### src/rtl/uart_tx.sv
// UART transmitter: sends N data bits LSB first, with an optional even-parity bit.
// Bit timing is PSCALER*DIV sysclk cycles per bit; the line idles high.
module uart_tx #(
    parameter int N       = 8,
    parameter int PSCALER = 1,
    parameter int DIV     = 10
) (
    input  logic         sysclk,
    input  logic         reset_n,
    input  logic         parity_i,
    input  logic         tx_start_i,
    input  logic [N-1:0] tx_data_i,
    output logic         tx_o,
    output logic         tx_busy_o,
    output logic         tx_end_o
);

    localparam int PW = (PSCALER > 1) ? $clog2(PSCALER) : 1;
    localparam int BW = (DIV > 1) ? $clog2(DIV) : 1;
    localparam int IW = (N > 1) ? $clog2(N) : 1;

    localparam logic [PW-1:0] PS_LAST  = PW'(PSCALER - 1);
    localparam logic [BW-1:0] DIV_LAST = BW'(DIV - 1);
    localparam logic [IW-1:0] IDX_LAST = IW'(N - 1);

    typedef enum logic [2:0] {
        S_IDLE   = 3'd0,
        S_START  = 3'd1,
        S_BITS   = 3'd2,
        S_PARITY = 3'd3,
        S_STOP   = 3'd4
    } state_t;

    function automatic logic even_parity(input logic [N-1:0] d);
        return ^d;
    endfunction

    state_t        r_state;
    logic [PW-1:0] r_ps_cnt;
    logic [BW-1:0] r_bit_cnt;
    logic [IW-1:0] r_idx;
    logic [N-1:0]  r_shift;
    logic          r_par_en;
    logic          r_par;
    logic          r_tx;
    logic          r_busy;
    logic          r_end;

    logic          w_tick;
    logic          w_bit_end;
    logic [N-1:0]  w_shift_next;

    assign w_tick       = (r_ps_cnt == PS_LAST);
    assign w_bit_end    = w_tick && (r_bit_cnt == DIV_LAST);
    assign w_shift_next = r_shift >> 1;

    // Frame sequencer with baud counters; every output comes straight from a register.
    always_ff @(posedge sysclk or negedge reset_n) begin
        if (!reset_n) begin
            r_state   <= S_IDLE;
            r_ps_cnt  <= '0;
            r_bit_cnt <= '0;
            r_idx     <= '0;
            r_shift   <= '0;
            r_par_en  <= 1'b0;
            r_par     <= 1'b0;
            r_tx      <= 1'b1;
            r_busy    <= 1'b0;
            r_end     <= 1'b0;
        end else begin
            r_end <= 1'b0;
            if (r_state != S_IDLE) begin
                r_ps_cnt <= w_tick ? '0 : r_ps_cnt + PW'(1);
                if (w_tick) begin
                    r_bit_cnt <= (r_bit_cnt == DIV_LAST) ? '0 : r_bit_cnt + BW'(1);
                end
            end
            case (r_state)
                S_IDLE: begin
                    r_tx      <= 1'b1;
                    r_busy    <= 1'b0;
                    r_ps_cnt  <= '0;
                    r_bit_cnt <= '0;
                    if (tx_start_i) begin
                        r_state  <= S_START;
                        r_tx     <= 1'b0;
                        r_busy   <= 1'b1;
                        r_shift  <= tx_data_i;
                        r_par_en <= parity_i;
                        r_par    <= even_parity(tx_data_i);
                        r_idx    <= '0;
                    end
                end
                S_START: begin
                    if (w_bit_end) begin
                        r_state <= S_BITS;
                        r_tx    <= r_shift[0];
                        r_idx   <= '0;
                    end
                end
                S_BITS: begin
                    if (w_bit_end) begin
                        if (r_idx == IDX_LAST) begin
                            if (r_par_en) begin
                                r_state <= S_PARITY;
                                r_tx    <= r_par;
                            end else begin
                                r_state <= S_STOP;
                                r_tx    <= 1'b1;
                            end
                        end else begin
                            r_shift <= w_shift_next;
                            r_tx    <= w_shift_next[0];
                            r_idx   <= r_idx + IW'(1);
                        end
                    end
                end
                S_PARITY: begin
                    if (w_bit_end) begin
                        r_state <= S_STOP;
                        r_tx    <= 1'b1;
                    end
                end
                S_STOP: begin
                    if (w_bit_end) begin
                        r_state <= S_IDLE;
                        r_tx    <= 1'b1;
                        r_busy  <= 1'b0;
                        r_end   <= 1'b1;
                    end
                end
                default: begin
                    r_state   <= S_IDLE;
                    r_tx      <= 1'b1;
                    r_busy    <= 1'b0;
                    r_ps_cnt  <= '0;
                    r_bit_cnt <= '0;
                end
            endcase
        end
    end

    assign tx_o      = r_tx;
    assign tx_busy_o = r_busy;
    assign tx_end_o  = r_end;

endmodule

### config.mk
export PLATFORM = sky130hd
export DESIGN_NAME = uart_tx
export DESIGN_NICKNAME = d
export VERILOG_FILES = /design/src/rtl/uart_tx.sv
export SDC_FILE = /design/constraint.sdc
export NUM_CORES = 1
export LEC_CHECK = 0
export CAP_MARGIN = 20
export CORE_MARGIN = 4
export CORE_UTILIZATION = 54
export CTS_CLUSTER_SIZE = 16
export DETAILED_ROUTE_END_ITERATION = 16
export PLACE_DENSITY = 0.86
export SETUP_SLACK_MARGIN = 0.4
export SLEW_MARGIN = 30
export SYNTH_ARGS = -nofsm -noshare
export SYNTH_HDL_FRONTEND = slang
export SYNTH_SLANG_ARGS = --single-unit
export TNS_END_PERCENT = 50
### constraint.sdc
create_clock -name sysclk -period 2.4 [get_ports sysclk]
set_input_delay 0.24 -clock sysclk [delete_from_list [all_inputs] [get_ports sysclk]]
set_output_delay 0.24 -clock sysclk [all_outputs]
set_load 0.01 [all_outputs]
==> flow_summary_export.csv <==
group,metric,value,unit
setup_path,cp_data_arrival_time,2.10,ns
setup_path,rrSetupSlack,0.51,ns
synth,ys_warn_count,0,
timing,relSlewSlack,60.8,%
die,core-area,2190,um2
pwr,power,630,uW
route,post_drt_via_cell_ratio,5.69,
cts,clk_pin_slew,0.12,ns
cts,cts-root-buf,"clkbuf_4",
timing,finalSetupTns,0,ns
final_layout,layout.nets,149,
synth,yosysTopAreaCell,"dfrtp_1",
cts,clkLatencyLatePin,0.30,ns
die,num_rows,17,
status,status,"completed",
final_layout,fin_cells,160,
synth,synth-edff-count,0,
die,start_util,56.5,%
die,die_x,55.9,um
route,num_vias,910,
synth,ys_seq_area_share,46.6,%
synth,synthCells,114,
die,pin_count,15,
synth,async_flop_share,100,%
synth,ys_seq_elements,23,
setup_path,rr_endpoint,"r_idx[0]",
timing,final_hold_viol_count,0,
route,drt_iter0_markers,38,
final_layout,antenna_cells,0,
final_layout,syn_to_final_growth,17.8,%
place,dp_cells,152,
cts,cts_sinks,23,
synth,syn_avg_cell_area,10.9,um2
route,drc,0,
synth,synth_fp_nets,130,
global_routing,antenna_found_initial,0,
place,port_buffers,14,
synth,ys_top_cells_by_area,"dfrtp_1, xnor2_1, a2bb2oi_1",
global_routing,grt_max_degree,17,
synth,synth_ff_type,"dfrtp_1",
synth,synthTopCellsByCount,"dfrtp_1, nor2_1, xnor2_1, a2bb2oi_1, o22ai_1",
global_routing,grt_pass1_vias,927,
cts,clockBufferDepth,2,
synth,synth_top_area_share,44.4,%
pwr,powerDensity,432,nW/um2
cts,cts_buffers,3,
die,die_height,55.9,um
synth,synth_cell_types,36,
final_layout,drive_gt1_share,13.6,%
global_routing,grt_pass1_wl,4060,um
route,postRouteAntennaNets,0,
setup_path,r2r_start,"r_idx[0]",
pwr,power.leakage,0.655,nW
setup_path,reg2regPathDepth,6,
global_routing,grt_usage,16.2,%
route,routed_wl,2500,um
place,hpwl,1770,um
timing,finClkSkew,0.00230,ns
timing,finalCritPeriodShare,78.9,%
place,routabilityCongestion,0.792,
cts,tritoncts,"yes",
global_routing,gr-total-overflow,0,
cts,htreeDepth,1,
setup_path,required,2.61,ns
route,dr.pass1.iters,4,
setup_path,crit_path_max_fanout,5,
timing,clock.fmax,0.528,GHz
flow_run,maxCapViolCount,0,
setup_path,worstSetupPathType,"reg -> reg",
synth,yosysMostFrequentCell,"dfrtp_1",
cts,hold_buffers,0,
route,wire_per_inst,15.7,um
min_path,min_path_type,"in -> async",
die,die_area,3120,um2
pwr,ir_drop,0.328,mV
timing,period_needed,1.89,ns
timing,rsz0062_at_grt,"no",
synth,synth_area,1240,um2
timing,worst_slew_pin_slew,0.589,ns
setup_path,cp-start-kind,"register",
timing,drv_slew,0,
setup_path,worst_setup_path_end_kind,"register",
timing,setup_viol,0,
==> timing repair <==
item,CTS,global route
gates resized for setup,0,2
setup endpoints to repair,9,10
setup buffers,1,3
cloned,0,0
pin swaps,1,1
==> critical path, stage by stage, from the launching register on <==
cell and delay (ns):
dfrtp_1 0.42, ha_1 0.21, ha_1 0.23, o21ai_1 0.16, o31ai_1 0.10, a211oi_2 0.30
mux2_2 0.38
==> state kept, by name, summed over array words and instances, names as in the netlist <==
signal / count
r_par_en: 1
r_shift: 8
tx_busy_o: 1
r_idx: 3
tx_o: 1
tx_end_o: 1
r_bit_cnt: 4
r_state: 3
r_par: 1
==> power breakdown <==
| part | switching, mW | internal (mW) |
|---|---|---|
| registers | 0.00256 | 0.392 |
| clock network | 0.113 | 0.0648 |
| logic | 0.0251 | 0.0330 |
==> cell usage in the layout (no fill, tap or decap), types with 2 or more instances in the layout <==
cell              n
nand3b_1          2
o22ai_1           7
nand2b_1          2
xor2_1            2
clkdlybuf4s50_1  14
xnor2_1           8
o21ai_1           3
buf_4             5
dfrtp_1          22
mux2_2            2
clkbuf_4          3
nor2b_1           2
ha_1              4
mux2i_1           3
a21oi_1           3
nand3_1           3
nor2_1            8
nand2_1           6
o21ai_0           3
a2bb2oi_1         6
inv_1             5
==> final cells by class <==
type / count / area, um2
multi-input combinational: 81 / 624
sequential: 23 / 577
tap: 28 / 35.0
inverter: 5 / 18.8
timing repair buffer: 19 / 178
clock buffer: 4 / 26.3
fill: 153 / 732
==> worst max path at each step <==
stage,from,to,slack (ns),cells after the start
floorplan,r_idx[0],r_shift[0],0.55,6
global placement,r_idx[0],r_shift[5],0.43,6
detailed placement,r_idx[0],r_shift[0],0.31,6
CTS,r_idx[0],r_idx[0],0.34,6
global route,r_idx[0],r_idx[0],0.39,6
finish,r_idx[0],r_idx[0],0.51,6
==> per-layer routing <==
layer	track usage (%)	vias up	routed length, um
li1	-	445	-
met1	20.5	444	1110
met2	26.9	21	1310
met3	2.55	0	88
met4	7.80	0	0
met5	0	-	0
==> metrics by stage <==
stage | area, um2 | hold slack (ns) | setup slack, ns | util (%)
after floorplan | 1240 | -0.0556 | 0.546 | -
after global placement | 1400 | 0.482 | 0.428 | 63.7
after detailed placement | 1400 | 0.484 | 0.312 | 63.7
after CTS | 1430 | 0.266 | 0.343 | 65.3
after global routing | 1460 | 0.273 | 0.393 | 66.6
final | 1460 | 0.260 | 0.506 | 66.6
==> cells by family (layout without fill, tap and decap cells) <==
kind of cell,after synthesis,after routing,synth area share (%)
muxes,5,5,4.24
adders and majority gates,4,4,4.04
DFF,23,23,46.6
buffers and inverters,10,28,3.54
and+or+nand+nor,29,29,13.6
xor gates and xnor gates,10,10,7.07
AOI/OAI and AO/OA,33,33,20.9
(Power assumes the default switching activity.)
